## src/rtl/fetch_unit.sv

```systemverilog
// fetch_unit - instruction fetch stage.
//
// Owns the program counter, issues in-order instruction memory reads (at most
// one outstanding), and buffers returned instructions in a small shift-register
// FIFO whose head drives the IF/ID pipeline register.  A taken branch flushes
// the FIFO, redirects the PC and discards any response still in flight.
//
// Parameters:
//   RESET_PC  fetch address loaded on reset
//   DEPTH     instruction FIFO entries (>= 2, power of two)
//
// Ports:
//   clk, reset        rising-edge clock, synchronous active-high reset
//   ifid_write        1 = IF/ID consumes the head this cycle, 0 = stall
//   branch_taken      redirect request from EX
//   branch_target     redirect address (bits [1:0] ignored)
//   imem_req          read request, accepted by memory in the same cycle
//   imem_addr         word-aligned read address (0 when no request)
//   imem_rvalid       in-order response strobe
//   imem_rdata        response instruction
//   PC_out            PC of FIFO head (0 when empty)
//   instruction_out   instruction of FIFO head (bubble pattern when empty)
//   fetch_valid       FIFO non-empty
//
// Build option: define FETCH_NOP_BUBBLE_EN to present addi x0,x0,0
// (32'h00000013) instead of 32'h0 on instruction_out while the FIFO is empty.
module fetch_unit #(
  parameter logic [63:0] RESET_PC = 64'h0,
  parameter int          DEPTH    = 2
) (
  input  logic        clk,
  input  logic        reset,
  input  logic        ifid_write,
  input  logic        branch_taken,
  input  logic [63:0] branch_target,
  output logic        imem_req,
  output logic [63:0] imem_addr,
  input  logic        imem_rvalid,
  input  logic [31:0] imem_rdata,
  output logic [63:0] PC_out,
  output logic [31:0] instruction_out,
  output logic        fetch_valid
);

  localparam int            CW       = $clog2(DEPTH) + 1;
  localparam logic [CW-1:0] FULL_CNT = CW'(DEPTH);
  localparam logic [CW-1:0] ZERO_CNT = {CW{1'b0}};
`ifdef FETCH_NOP_BUBBLE_EN
  localparam logic [31:0]   BUBBLE_INSTR = 32'h0000_0013;
`else
  localparam logic [31:0]   BUBBLE_INSTR = 32'h0000_0000;
`endif

  // ISSUE: nothing outstanding; WAIT: live request outstanding;
  // DRAIN: outstanding response belongs to a flushed path.
  typedef enum logic [1:0] {ISSUE = 2'd0, WAIT = 2'd1, DRAIN = 2'd2} state_t;

  state_t        state_r, state_s;
  logic [63:0]   fetch_pc_r, fetch_pc_s;
  logic [63:0]   req_pc_r, req_pc_s;
  logic [CW-1:0] count_r, count_s;
  logic [CW-1:0] wr_idx_s, after_push_s;
  logic [63:0]   pc_q_r    [DEPTH];
  logic [31:0]   instr_q_r [DEPTH];
  logic [63:0]   shift_pc_s    [DEPTH];
  logic [31:0]   shift_instr_s [DEPTH];
  logic [63:0]   pc_q_s    [DEPTH];
  logic [31:0]   instr_q_s [DEPTH];
  logic          valid_r;
  logic          req_s, push_s, pop_s;
  logic          unused_target_bits_s;

  // Low target bits are cleared on redirect and never looked at.
  assign unused_target_bits_s = ^branch_target[1:0];

  assign pop_s        = ifid_write & (count_r != ZERO_CNT);
  // Slot the new entry lands in once this cycle's pop has shifted the queue.
  assign wr_idx_s     = count_r - {{(CW-1){1'b0}}, pop_s};
  assign after_push_s = wr_idx_s + {{(CW-1){1'b0}}, 1'b1};

  // Fetch control: redirect has priority; otherwise issue/response handling.
  // The follow-on request is raised in the response cycle so a 1-cycle
  // memory sustains one fetch per clock.
  always_comb begin
    state_s    = state_r;
    fetch_pc_s = fetch_pc_r;
    req_pc_s   = req_pc_r;
    req_s      = 1'b0;
    push_s     = 1'b0;
    if (branch_taken) begin
      fetch_pc_s = {branch_target[63:2], 2'b00};
      if ((state_r != ISSUE) && !imem_rvalid) begin
        state_s = DRAIN;
      end else begin
        state_s = ISSUE;
      end
    end else begin
      case (state_r)
        ISSUE: begin
          if (count_r < FULL_CNT) begin
            req_s = 1'b1;
          end else begin
            req_s = 1'b0;
          end
        end
        WAIT: begin
          if (imem_rvalid) begin
            push_s = 1'b1;
            if (after_push_s < FULL_CNT) begin
              req_s = 1'b1;
            end else begin
              state_s = ISSUE;
            end
          end else begin
            state_s = WAIT;
          end
        end
        DRAIN: begin
          if (imem_rvalid) begin
            state_s = ISSUE;
          end else begin
            state_s = DRAIN;
          end
        end
        default: begin
          state_s = ISSUE;
        end
      endcase
      if (req_s) begin
        state_s    = WAIT;
        req_pc_s   = fetch_pc_r;
        fetch_pc_s = fetch_pc_r + 64'd4;
      end else begin
        req_pc_s   = req_pc_r;
        fetch_pc_s = fetch_pc_r;
      end
    end
  end

  // FIFO pop/flush: entry 0 is the head; vacated entries take the empty
  // pattern so the head register is directly the output value.
  always_comb begin
    for (int i = 0; i < DEPTH - 1; i++) begin
      if (branch_taken) begin
        shift_pc_s[i]    = 64'h0;
        shift_instr_s[i] = BUBBLE_INSTR;
      end else if (pop_s) begin
        shift_pc_s[i]    = pc_q_r[i+1];
        shift_instr_s[i] = instr_q_r[i+1];
      end else begin
        shift_pc_s[i]    = pc_q_r[i];
        shift_instr_s[i] = instr_q_r[i];
      end
    end
    if (branch_taken || pop_s) begin
      shift_pc_s[DEPTH-1]    = 64'h0;
      shift_instr_s[DEPTH-1] = BUBBLE_INSTR;
    end else begin
      shift_pc_s[DEPTH-1]    = pc_q_r[DEPTH-1];
      shift_instr_s[DEPTH-1] = instr_q_r[DEPTH-1];
    end
  end

  // FIFO push and occupancy update.
  always_comb begin
    for (int i = 0; i < DEPTH; i++) begin
      if (push_s && (wr_idx_s == CW'(i))) begin
        pc_q_s[i]    = req_pc_r;
        instr_q_s[i] = imem_rdata;
      end else begin
        pc_q_s[i]    = shift_pc_s[i];
        instr_q_s[i] = shift_instr_s[i];
      end
    end
    if (branch_taken) begin
      count_s = ZERO_CNT;
    end else begin
      count_s = count_r + {{(CW-1){1'b0}}, push_s} - {{(CW-1){1'b0}}, pop_s};
    end
  end

  // State, FIFO and output registers with synchronous reset.
  always_ff @(posedge clk) begin
    if (reset) begin
      state_r    <= ISSUE;
      fetch_pc_r <= RESET_PC;
      req_pc_r   <= 64'h0;
      count_r    <= ZERO_CNT;
      valid_r    <= 1'b0;
      for (int i = 0; i < DEPTH; i++) begin
        pc_q_r[i]    <= 64'h0;
        instr_q_r[i] <= BUBBLE_INSTR;
      end
    end else begin
      state_r    <= state_s;
      fetch_pc_r <= fetch_pc_s;
      req_pc_r   <= req_pc_s;
      count_r    <= count_s;
      valid_r    <= (count_s != ZERO_CNT);
      for (int i = 0; i < DEPTH; i++) begin
        pc_q_r[i]    <= pc_q_s[i];
        instr_q_r[i] <= instr_q_s[i];
      end
    end
  end

  assign imem_req        = req_s & ~reset;
  assign imem_addr       = imem_req ? fetch_pc_r : 64'h0;
  assign PC_out          = pc_q_r[0];
  assign instruction_out = instr_q_r[0];
  assign fetch_valid     = valid_r;

endmodule

```

## config.mk

```make
export PLATFORM = sky130hd
export DESIGN_NAME = fetch_unit
export DESIGN_NICKNAME = d
export VERILOG_FILES = /design/src/rtl/fetch_unit.sv
export SDC_FILE = /design/constraint.sdc
export NUM_CORES = 1
export LEC_CHECK = 0
export BUFFER_PORTS_ARGS = -buffer_cell sky130_fd_sc_hd__buf_4
export CORE_MARGIN = 3
export CORE_UTILIZATION = 45
export CTS_BUF_LIST = sky130_fd_sc_hd__clkbuf_4
export CTS_CLUSTER_SIZE = 20
export DETAILED_ROUTE_END_ITERATION = 8
export HOLD_SLACK_MARGIN = 0.06
export MAX_ROUTING_LAYER = met4
export PLACE_DENSITY = 0.67
export REMOVE_ABC_BUFFERS = 1
export SYNTH_ARGS = -nofsm -noshare
export SYNTH_HDL_FRONTEND = slang
export SYNTH_SLANG_ARGS = --single-unit
```

## constraint.sdc

```tcl
create_clock -name clk -period 9 [get_ports clk]
set_clock_uncertainty 0.15 [all_clocks]
set_input_delay 0.45 -clock clk [delete_from_list [all_inputs] [get_ports clk]]
set_output_delay 0.45 -clock clk [all_outputs]
set_load 0.03 [all_outputs]
```

After elaboration in Yosys (flattened, before gate mapping) --
Memories as Yosys holds them, arrays and structs flattened. Index checks and enable logic that the tools add are counted.
Word-level totals: register bits 133, memory bits (writable) 192, input port bits 101, output and inout bits 162, memories 2
Memory list:
- pc_q_r | words 2, bits a word 64, read ports 2, clocked after memory_dff 0, write ports 2, RTL line 63 | logic [63:0] pc_q_r [DEPTH];
- instr_q_r | words 2, bits a word 32, read ports 2, clocked after memory_dff 0, write ports 2, RTL line 64 | logic [31:0] instr_q_r [DEPTH];
Operators by class: add/subtract/negate cells 5, $lt $le $gt $ge 2, eq/ne operators 5, muxes and demuxes 37, bitwise operators 8, reductions and logical operators 14
Operator list (number):
- two-way mux 64 bit | 10
- two-way mux 32 bit | 7
- adder 64 x 3 -> 64 bit, second input constant | 1
- two-way mux 2 bit | 7
- two-way mux 1 bit | 11
- nonzero test 2 bit | 4
- one-hot mux 2 bit (3 select lines) | 1
- inequality test 5 bit, second input constant | 1
- == test 2 x 1 -> 1 bit, second input constant | 2
- zero test 2 bit | 2
- < comparator 2 bit, second input constant | 2
- OR 1 bit | 4
- AND reduction 2 bit | 2
- subtractor 2 x 1 -> 2 bit | 2
- logical AND 1 bit | 3
- inequality test 3 bit, second input constant | 1
- adder 2 x 1 -> 2 bit | 1
- adder 2 x 1 -> 2 bit, second input constant | 1
- bitwise AND 1 bit | 2
- == test 2 bit, second input constant | 1
- NOT 1 bit | 2
- one-hot mux 1 bit (2 select lines) | 1
- OR reduction 2 bit | 1
- zero test 1 bit | 1
- logical OR 1 bit | 1

Logic depth before layout (Yosys ltp) --
Gate-level depths: netlist (run 1).
depth after elaboration 12, depth in mapped cells 14, depth with buffers taken out 11

Least setup slack after synthesis (run 1) --
No wires, ideal clock.
path kind reg-to-output, start register count_r[1], end output port imem_addr[53], arrival time 3437 ps, path slack 4963 ps, cell stages (with the launch flop) 14, buffers on the path 4, cell sequence dfxtp_1 > clkbuf_1 > o21ai_1 > clkinv_1 > clkbuf_1 > ha_1 > xnor2_1 > ha_1 > and3_1 > clkbuf_1 > nor2_1 > nor3_1 > clkbuf_1 > and2_1
On the way: cells in the longest elaborated chain, start to end 12, elaborated cells between the ends (all ways) 14
RTL lines:
- start, declared | RTL line 61 | logic [CW-1:0] count_r, count_s;
- start signal, assigned | RTL line 198 | count_r <= count_s;
- nonzero test 2 bit | RTL line 76 | assign pop_s = ifid_write & (count_r != ZERO_CNT);
- bitwise AND 1 bit | RTL line 76
- subtractor 2 x 1 -> 2 bit | RTL line 78 | assign wr_idx_s = count_r - {{(CW-1){1'b0}}, pop_s};
- adder 2 x 1 -> 2 bit | RTL line 79 | assign after_push_s = wr_idx_s + {{(CW-1){1'b0}}, 1'b1};
- < comparator 2 bit | RTL line 109 | if (after_push_s < FULL_CNT) begin
- two-way mux 1 bit | RTL line 109
- two-way mux 1 bit | RTL line 107 | if (imem_rvalid) begin
- one-hot mux 1 bit (2 select lines) (*) | RTL line 98 | case (state_r)
- two-way mux 1 bit (*) (2 in a row) | RTL line 90 | if (branch_taken) begin
- bitwise AND 1 bit (*) | RTL line 207 | assign imem_req = req_s & ~reset;
- via imem_req | RTL line 36 | output logic imem_req,
- two-way mux 64 bit (*) | RTL line 208 | assign imem_addr = imem_req ? fetch_pc_r : 64'h0;
- end, declared | RTL line 37 | output logic [63:0] imem_addr,
The timed path passes the listed nets; every way through them passes the cells marked *. The select of a mux whose other input is x is not followed.

Final worst setup path (run 1) --
start register count_r[1], end output port imem_addr[28]
On the way: cells in the longest elaborated chain, start to end 12, elaborated cells between the ends (all ways) 14
RTL lines (RTL line):
- nonzero test 2 bit | 76
- bitwise AND 1 bit | 76
- subtractor 2 x 1 -> 2 bit | 78
- adder 2 x 1 -> 2 bit | 79
- < comparator 2 bit | 109
- two-way mux 1 bit | 109
- two-way mux 1 bit | 107
- one-hot mux 1 bit (2 select lines) (*) | 98
- two-way mux 1 bit (*) (2 in a row) | 90
- bitwise AND 1 bit (*) | 207
- two-way mux 64 bit (*) | 208
Mark *: on every way between the ends. The rest lies on a longest branch, timed or not. The select of a mux whose other input is x is not followed.

==> flow_summary.json, run 1 <==
{
  "outcome": "finished clean",
  "power_density_nw_per_um2": 168,
  "whs_ps": 134,
  "ir_worst_vdd_v": 0.0000869,
  "r2r_slack_ps": 4050,
  "track_usage_pct": 25.5,
  "leakage_nw": 7.88,
  "synth_cell_types": 56,
  "grt_pass1_wl_mm": 67.8,
  "firstDrtPassIters": 5,
  "ys_top_cells_by_count": "nand2_1 (331), dfxtp_1 (317), nor2_1 (186)",
  "path_clk_slew_ps": 70,
  "maxSlewViolCount": 0,
  "netlist_area_um2": 14100,
  "avgRoutedWirePerCell_um": 17.9,
  "antenna_found_initial": 2,
  "fillers": 2818,
  "vias": 13052,
  "start_kind": "register",
  "worstPathArrival_ps": 4550,
  "fin_cells": 2383,
  "synth_area_leaders": "dfxtp_1 (45%), nand2_1 (8.8%), a22oi_1 (6.7%)",
  "hp-class": "in -> reg",
  "pwr-share-clk_pct": 41.2,
  "overflow": 0,
  "p_int_w": 0.00219,
  "cts_root_buf": "clkbuf_4",
  "ios": 263,
  "criticalPathCategory": "reg -> out",
  "ys_seq_area_share_pct": 44.9,
  "synth_area_per_cell_um2": 8.37,
  "syn_inst": 1689,
  "yosysMostFrequentCell": "nand2_1",
  "maxCapViolCount": 0,
  "gp_congestion": 0.824,
  "port_buffers": 256,
  "rows": 64,
  "die_area_um2": 33600,
  "r2r-end": "instr_q_r[0][3]",
  "cts_tree": "yes",
  "setup_slack_ps": 3850,
  "setup_viol": 0,
  "grt_max_degree": 105,
  "min_period_ps": 5150,
  "tightest_slew_ps": 1140,
  "coreArea_um2": 30700,
  "wl_mm": 42.7,
  "async_flop_share_pct": 0,
  "cp-startpoint": "count_r[1]",
  "syn_to_final_growth_pct": 24.6,
  "die_width_um": 183,
  "cts_resized": 0,
  "cp-endpoint": "imem_addr[28]",
  "clock_sinks": 317,
  "preCtsSetupSlack_ps": 4320,
  "placed_cells": 2140,
  "yosysTopAreaCellShare_pct": 44.9,
  "die_y_um": 183,
  "route.detailed.drc": 0,
  "nNetsFinal": 2046,
  "p_total_w": 0.00297,
  "cp.required_ps": 8400,
  "grt_pass1_vias": 12831,
  "hold_violations": 0,
  "ys_ff_latch": 317,
  "final_core_util_pct": 57.2,
  "clk_latency_ps": 690,
  "endpoint_kind": "primary output",
  "start_util_pct": 45.9,
  "min_period_over_period_pct": 57.2,
  "power_switching_w": 0.000772,
  "path_max_fanout": 37,
  "slew_headroom_pct": 23.0,
  "clockBufferDepth": 3,
  "synth_ff_type": "dfxtp_1",
  "drt-vias-per-instance": 5.48,
  "r2r-start": "count_r[1]",
  "switching_share_pct": 26.0,
  "htree_levels": 3,
  "r2r_cells": 11,
  "fmax_mhz": 194,
  "seqPwrFrac_pct": 49.8,
  "postRouteAntennaNets": 0,
  "cts_buffers": 85,
  "synth_edf_count": 0,
  "synth.largest_area_cell": "dfxtp_1",
  "hpwl_mm": 26.4,
  "drt_iter0_markers": 931,
  "yosys_warnings": 0,
  "rsz0062_at_grt": "false",
  "power_frac_comb_pct": 9.0,
  "layout-drive-gt1-share_pct": 21.1
}
[registers in the layout, summed over array words and instances (netlist names)]
name	cells
pc_q_r	124
instr_q_r	64
fetch_pc_r	62
req_pc_r	62
count_r	2
state_r	2
fetch_valid	1
[per-stage QoR]
step / cell area, µm² / setup TNS (ps)
final: 17600 / 0
after global routing: 17600 / 0
after CTS: 17600 / 0
after detailed placement: 15500 / 0
after global placement: 15500 / 0
after floorplan: 12900 / -859420
[layout by cell type, fill, tap and decap left out, types with 16 or more instances in the layout]
| cell type | count |
|---|---|
| buf_4 | 272 |
| a22o_1 | 62 |
| a211oi_1 | 25 |
| xnor2_1 | 24 |
| and2_1 | 65 |
| nand3_1 | 20 |
| nand2_1 | 331 |
| nor4_1 | 18 |
| dfxtp_1 | 317 |
| a21o_1 | 62 |
| nor2_1 | 185 |
| nand4_1 | 19 |
| a311oi_1 | 27 |
| dlygate4sd3_1 | 105 |
| clkbuf_4 | 121 |
| a22oi_1 | 126 |
| inv_1 | 16 |
[worst min-delay path by stage]
stage,startpoint,to,slack [ps],cells after the start
2_1_floorplan,pc_q_r[0][100],pc_q_r[0][100],290,1
3_3_place_gp,pc_q_r[0][85],pc_q_r[0][85],310,1
3_5_place_dp,pc_q_r[0][82],pc_q_r[0][82],300,1
4_1_cts,branch_taken,fetch_pc_r[5],60,3
5_1_grt,branch_taken,fetch_pc_r[4],120,3
6_report,branch_taken,fetch_pc_r[5],130,3
[per-layer routing]
layer	track usage, %	vias to the layer above	wire, µm
li1	-	6338	-
met1	33.3	6204	19500
met2	41.1	447	19900
met3	4.26	63	2540
met4	7.65	0	769
met5	-	-	0
[final cells by class]
class                      count  area (µm²)  share of cell area, %
inverter                      18        70.1                  0.398
timing repair buffer         378        3100                   17.6
multi-input combinational   1136        6580                   37.4
antenna                        2        5.00                 0.0284
sequential                   317        6350                   36.1
tap                          396         495                   2.81
clock inverter                15        96.3                  0.547
clock buffer                 121         908                   5.16
[kinds of logic (layout without fill, tap and decap cells)]
family / count (synthesis) / count (layout) / share of synthesized area (%)
and+or+nand+nor: 732 / 732 / 23.7
AOI/OAI and AO/OA: 358 / 358 / 19.5
DFF: 317 / 317 / 44.9
buffers and inverters: 239 / 532 / 9.02
xor gates and xnor gates: 33 / 33 / 2.05
adders and majority gates: 9 / 9 / 0.797
other: 1 / 6 / 0.0265
[worst max-delay path: stages, from the launching register on]
cell and delay, ps:
dfxtp_1 390, o21ai_4 500, clkinv_2 600, ha_1 400, xnor2_1 150, ha_1 300, and3_1 280, nor2_1 80
buf_4 180, nor3_2 150, buf_4 380, and2_1 260, buf_4 190
[power by group through the flow]
stage	clock network [W]	registers, W	logic, W
after CTS	0.00126	0.00148	0.000266
after detailed placement	0	0.00151	0.000229
final	0.00122	0.00148	0.000266
after floorplan	0	0.00150	0.000109
after global routing	0.00133	0.00148	0.000288
after global placement	0	0.00151	0.000226
[repair_timing]
item	4_1_cts	5_1_grt
hold endpoints to repair	133	0
buffers inserted	0	0
hold buffers	105	0
Note: power is estimated with default switching activity, not from simulation.
==> inputs of run 2 (changes only) <==
--- a/config.mk
+++ b/config.mk
@@ -5,6 +5,7 @@
 export SDC_FILE = /design/constraint.sdc
 export NUM_CORES = 1
 export LEC_CHECK = 0
+export ABC_AREA = 1
 export BUFFER_PORTS_ARGS = -buffer_cell sky130_fd_sc_hd__buf_4
 export CORE_MARGIN = 3
 export CORE_UTILIZATION = 45
@@ -13,7 +14,7 @@
 export DETAILED_ROUTE_END_ITERATION = 8
 export HOLD_SLACK_MARGIN = 0.06
 export MAX_ROUTING_LAYER = met4
-export PLACE_DENSITY = 0.67
+export PLACE_DENSITY = 0.66
 export REMOVE_ABC_BUFFERS = 1
 export SYNTH_ARGS = -nofsm -noshare
 export SYNTH_HDL_FRONTEND = slang
==> constraint.sdc (replaced) <==
create_clock -name clk -period 5.04 [get_ports clk]
set_clock_uncertainty 0.15 [all_clocks]
set_input_delay 0.252 -clock clk [delete_from_list [all_inputs] [get_ports clk]]
set_output_delay 0.252 -clock clk [all_outputs]
set_load 0.03 [all_outputs]
==> run 2 against run 1 <==
Via count up 19%. Global-route usage rose by 1.7 points. Non-clock buffer count grew 3. Largest power group unchanged. Register-to-register slack lost 2800 ps. Die area is 7.4% higher. Largest cell class unchanged. Clock-buffer cell count rose by 10. Highest routed layer unchanged. Sequential power is 82% higher. Sequential share of layout area shrank 2.1 points. Total power increased by 98%.
==> flow_summary.json, run 2 <==
{
  "outcome": "finished clean",
  "htree_levels": 3,
  "grt_util_met1_pct": 34.8,
  "ys_top_cells_by_count": "nand2_1 (549), dfxtp_1 (317), nand3_1 (264)",
  "layout-drive-gt1-share_pct": 18.1,
  "seqPwrFrac_pct": 45.7,
  "yosys_warnings": 0,
  "setup_viol": 0,
  "hold_path_end": "pc_q_r[0][2]",
  "min_period_ps": 4080,
  "fin_cells": 2915,
  "tns_ps": 0,
  "reg_top3": "pc_q_r: 124 flops, instr_q_r: 64 flops",
  "synth_cell_types": 34,
  "cp_cell_sequence": "o21ai_1, inv_1, ha_1, xnor2_1, ha_1, nand3_1, nand2_2, inv_1, nor2_4, inv_4, buf_12, nor2_1, buf_4",
  "rsz0062_at_grt": "false",
  "die_area_um2": 36000,
  "port_buffers": 256,
  "fmax_mhz": 245,
  "min_period_over_period_pct": 81.0,
  "maxCapViolCount": 0,
  "criticalPathCategory": "reg -> out",
  "grt_max_degree": 164,
  "met3_usage_pct": 4.55,
  "grt_pass1_wl_mm": 77.9,
  "clock_sinks": 317,
  "cts_resized": 0,
  "final_core_util_pct": 56.7,
  "gp_congestion": 0.915,
  "synth_area_leaders": "dfxtp_1 (42%), nand2_1 (14%), nand3_1 (8.7%)",
  "clk_latency_ps": 730,
  "cts_root_buf": "clkbuf_4",
  "yosysTopAreaCellShare_pct": 41.7,
  "hp-class": "in -> reg",
  "coreArea_um2": 32900,
  "start_util_pct": 46.2,
  "cts_setup_buffers": 0,
  "ios": 263,
  "ys_seq_area_share_pct": 41.7,
  "path_max_fanout": 45,
  "whs_path_depth": 4,
  "nNetsFinal": 2515,
  "largest-register": "pc_q_r",
  "final_common_cell": "nand2_1",
  "drt_iter0_markers": 974,
  "antenna_found_initial": 2,
  "power_density_nw_per_um2": 314,
  "hold_violations": 0,
  "track_usage_pct": 27.2,
  "cp.required_ps": 4640,
  "power_frac_comb_pct": 13.8,
  "drt-vias-per-instance": 5.34,
  "cts_tree": "yes",
  "netlist_area_um2": 15200,
  "synth_ff_type": "dfxtp_1",
  "ir_worst_vdd_v": 0.000158,
  "r2r-end": "instr_q_r[0][58]",
  "p_total_w": 0.00588,
  "async_flop_share_pct": 0,
  "mostFrequentLayoutCells": "nand2_1 (549), dfxtp_1 (317), buf_4 (269)",
  "leakage_nw": 7.44,
  "die_y_um": 190,
  "largest_reg_flops": 124,
  "hpwl_mm": 31.3,
  "syn_to_final_growth_pct": 22.9,
  "cpPeakStageDelay_ps": 360,
  "cp_slowest_cell": "dfxtp_1",
  "slew_headroom_pct": 24.9,
  "cts_buffers": 86,
  "grt_pass1_vias": 15127,
  "synth_area_per_cell_um2": 6.98,
  "placed_cells": 2653,
  "switching_share_pct": 28.9,
  "tightest_slew_ps": 1120,
  "path_clk_slew_ps": 70,
  "endpoint_kind": "primary output",
  "vias": 15556,
  "worstPathArrival_ps": 3680,
  "synth_edf_count": 0,
  "wl_mm": 48.7,
  "p_int_w": 0.00418,
  "power_switching_w": 0.00170,
  "yosysMostFrequentCell": "nand2_1",
  "maxSlewViolCount": 0,
  "avgRoutedWirePerCell_um": 16.7,
  "pwr-share-clk_pct": 40.5,
  "preCtsSetupSlack_ps": 1600,
  "overflow": 0,
  "met2_usage_pct": 44.0,
  "r2r_slack_ps": 1240,
  "r2r-start": "count_r[1]",
  "setup_slack_ps": 958,
  "postRouteAntennaNets": 0,
  "min-delay-start": "ifid_write",
  "r2r_cells": 13,
  "ys_ff_latch": 317,
  "route.detailed.drc": 0,
  "syn_inst": 2178,
  "start_kind": "register",
  "rows": 66,
  "die_width_um": 190,
  "busiest_layer": "met2",
  "firstDrtPassIters": 9,
  "clockBufferDepth": 3,
  "synth.largest_area_cell": "dfxtp_1"
}
==> run 2: cell count changes after synthesis, moves of 62 or more <==
cell / before / now
a22o_1: 62 / 0
buf_2: 1 / 66
inv_1: 16 / 111
o22ai_1: 0 / 62
a21o_1: 62 / 0
a31oi_1: 1 / 97
nand2_1: 331 / 549
and2_1: 66 / 1
o21ai_0: 10 / 197
a22oi_1: 126 / 0
nand3_1: 20 / 264
==> run 2: worst max-delay path, delay by kind of cell (launching register included) <==
family | cells | cell delay, ps
buf+inv | 5 | 1130
fa+ha+maj | 2 | 480
simple gates | 4 | 390
flops | 1 | 360
compound gates | 1 | 300
xor+xnor | 1 | 210
==> run 2: kinds of logic (layout without fill, tap and decap cells) <==
family          Yosys count  count (layout)  synth area share (%)
buf+inv                 365             654                  12.4
flops                   317             317                  41.7
simple gates           1020            1020                  28.2
other cells               1               7                0.0247
xor+xnor                  9               9                 0.518
compound gates          457             457                  16.4
fa+ha+maj                 9               9                 0.741
==> run 2: worst max path at each step <==
| stage | from | slack [ps] | depth (start not counted) | endpoint |
|---|---|---|---|---|
| after floorplan | reset | -910 | 5 | imem_addr[10] |
| after global placement | count_r[1] | 1650 | 11 | pc_q_r[0][45] |
| after detailed placement | count_r[1] | 1600 | 11 | pc_q_r[0][12] |
| after CTS | count_r[1] | 940 | 13 | imem_addr[28] |
| after global routing | count_r[1] | 750 | 13 | imem_addr[28] |
| final | count_r[1] | 960 | 13 | imem_addr[28] |
==> run 2: power groups by stage <==
stage	clock network, W	logic [W]	registers (W)
after CTS	0.00244	0.000812	0.00268
after detailed placement	0	0.000747	0.00274
after global routing	0.00258	0.000884	0.00270
final	0.00238	0.000813	0.00269
after floorplan	0	0.000332	0.00281
after global placement	0	0.000740	0.00274
==> run 2: area by class of cell <==
type                            count  area, µm²
Sequential cell                   317       6350
Inverter                          120        460
Fill cell                        3201      14300
Multi-Input combinational cell   1499       7000
Timing Repair Buffer              381       3200
Clock inverter                     22        146
Antenna cell                        3       7.51
Clock buffer                      131        983
Tap cell                          442        553
==> run 2: metrics by stage <==
step	cell area, µm²	hold slack, ps
finish	18700	129
global route	18700	94.8
CTS	18700	62.0
detailed placement	16500	303
global placement	16500	299
floorplan	13800	171
==> run 2: routing by layer <==
metal	share of wire, %	vias up
met4	2.3	0
met2	47	523
met3	6.7	90
met1	44	7250
met5	0	-
li1	-	7693
==> run 2: repair_timing <==
| action | in CTS | in global routing |
|---|---|---|
| setup endpoints to repair | 0 | 0 |
| hold buffers | 106 | 0 |
| hold endpoints to repair | 128 | 0 |
==> inputs of run 3 (changes only) <==
--- a/config.mk
+++ b/config.mk
@@ -14,7 +14,7 @@
 export DETAILED_ROUTE_END_ITERATION = 8
 export HOLD_SLACK_MARGIN = 0.06
 export MAX_ROUTING_LAYER = met4
-export PLACE_DENSITY = 0.66
+export PLACE_DENSITY = 0.69
 export REMOVE_ABC_BUFFERS = 1
 export SYNTH_ARGS = -nofsm -noshare
 export SYNTH_HDL_FRONTEND = slang
==> constraint.sdc (replaced) <==
create_clock -name clk -period 3.6 [get_ports clk]
set_clock_uncertainty 0.15 [all_clocks]
set_input_delay 0.18 -clock clk [delete_from_list [all_inputs] [get_ports clk]]
set_output_delay 0.18 -clock clk [all_outputs]
set_load 0.03 [all_outputs]
==> run 3 against run 2 <==
Wire length increased by 2.2%. Highest routed layer unchanged. Critical path depth unchanged. Sequential power grew 40%. Flip-flop and latch count unchanged. Clock-buffer cell count unchanged. Critical endpoint is now imem_addr[29].
==> flow_summary.json, run 3 (same netlist as run 2, synthesis figures left out) <==
{
  "cts_buffers": 87,
  "cp.required_ps": 3270,
  "fin_area_um2": 19200,
  "vias": 15878,
  "largest-register": "pc_q_r",
  "ios": 263,
  "cts_tree": "yes",
  "worstPathArrival_ps": 3090,
  "wl_mm": 49.8,
  "worst-path-buf-inv": 5,
  "clockBufferDepth": 3,
  "firstDrtPassIters": 7,
  "min_period_ps": 3420,
  "hpwl_mm": 31.3,
  "post_dp_cell_area_um2": 16600,
  "htree_levels": 3,
  "ir_worst_vdd_v": 0.000259,
  "mostFrequentLayoutCells": "nand2_1 (549), dfxtp_1 (316), buf_4 (269)",
  "r2r-start": "count_r[1]",
  "min_period_over_period_pct": 95.0,
  "setup_viol": 0,
  "drt_iter0_markers": 1065,
  "largest_reg_flops": 124,
  "criticalPathCategory": "reg -> out",
  "grt_pass1_vias": 15063,
  "power_density_nw_per_um2": 438,
  "cpPeakStageDelay_ps": 350,
  "hp-class": "in -> reg",
  "reg_top3": "pc_q_r: 124 flops, instr_q_r: 64 flops",
  "slew_headroom_pct": 32.5,
  "min-delay-start": "imem_rdata[11]",
  "clock_sinks": 317,
  "path_clk_slew_ps": 70,
  "start_util_pct": 46.2,
  "maxCapViolCount": 0,
  "final_core_util_pct": 58.3,
  "cp_common_cell": "ha_1",
  "fmax_mhz": 292,
  "maxSlewViolCount": 0,
  "grt_pass1_wl_mm": 78.0,
  "fillers": 3107,
  "cts_root_buf": "clkbuf_4",
  "outcome": "finished clean",
  "final_common_cell": "nand2_1",
  "path_max_fanout": 8,
  "start_kind": "register",
  "layout-drive-gt1-share_pct": 18.9,
  "route.detailed.drc": 0,
  "die_area_um2": 36000,
  "drt-vias-per-instance": 5.39,
  "crit_family": "buffers and inverters",
  "gp_congestion": 0.912,
  "syn_to_final_growth_pct": 26.3,
  "hold_violations": 0,
  "die_y_um": 190,
  "endpoint_kind": "primary output",
  "cp_slowest_cell": "dfxtp_2",
  "nNetsFinal": 2547,
  "grt_max_degree": 200,
  "clk_latency_ps": 740,
  "leakage_nw": 7.64,
  "tightest_slew_ps": 1010,
  "antenna_found_initial": 1,
  "avgRoutedWirePerCell_um": 16.9,
  "cp_cell_sequence": "o21ai_2, inv_1, ha_1, xnor2_1, ha_1, nand3_2, nand2_4, inv_2, nor2_4, clkinv_8, buf_2, nor2_1, buf_4",
  "whs_ps": 157,
  "port_buffers": 256,
  "rows": 66,
  "track_usage_pct": 27.3,
  "cp-startpoint": "count_r[1]",
  "overflow": 0,
  "die_width_um": 190,
  "postRouteAntennaNets": 0,
  "coreArea_um2": 32900
}
run 3: worst register-to-register path, delay by kind of cell, from the launching register on:
| kind | cells | cell delay [ps] |
|---|---|---|
| buf+inv | 4 | 1580 |
| xor+xnor | 1 | 190 |
| simple gates | 1 | 140 |
| compound gates | 2 | 300 |
| fa+ha+maj | 2 | 410 |
| flops | 1 | 350 |
run 3: area by class of cell:
cell class / instances / area, µm² / area share (%)
multi-input cells: 1499 / 7030 / 36.6
flip-flops and latches: 317 / 6350 / 33.0
repair buffers: 411 / 3620 / 18.9
clock buffers: 131 / 983 / 5.12
well taps: 442 / 553 / 2.88
inverters: 120 / 469 / 2.44
clock inverters: 24 / 186 / 0.970
repair inverters: 1 / 8.76 / 0.0456
diodes: 2 / 5.00 / 0.0261
run 3: worst paths after layout:
| check | end | slack, ps | cells after the start |
|---|---|---|---|
| setup / recovery | imem_addr[29] | 180 | 13 |
| setup reg to reg | instr_q_r[0][59] | 410 | 10 |
| hold / removal | instr_q_r[0][11] | 160 | 4 |
| hold reg to reg | instr_q_r[0][39] | 310 | 2 |
run 3: through the flow:
step	TNS, ps	instances	power [W]	worst slack, ps
2_1_floorplan	-418810	1936	0.00439	-2200
3_3_place_gp	0	2654	0.00488	604
3_5_place_dp	0	2654	0.00489	537
4_1_cts	0	2936	0.00845	11.3
5_1_grt	-9.42	2947	0.00881	-6.28
6_report	0	2947	0.00842	180
run 3: repair_timing:
item                                   CTS  global route
setup endpoints to repair               58            54
endpoints found under the hold margin  138             0
setup buffers                            1             6
hold buffers                           125             0
pin swaps                                2             2
gates resized for setup                  8            15
gates cloned                             1             3
run 3: layer usage:
layer / GRT usage, % / vias to the layer above / wire length, µm
met5: - / - / 0
met4: 9.01 / 0 / 1120
met3: 4.70 / 90 / 3650
met2: 43.7 / 670 / 23300
met1: 35.1 / 7354 / 21700
li1: - / 7764 / -
run 3: report_power, final:
part           switching, W  internal [W]  leakage (nW)
registers          0.000111       0.00365          2.59
clock network       0.00156       0.00188         0.692
logic              0.000765      0.000458          4.36
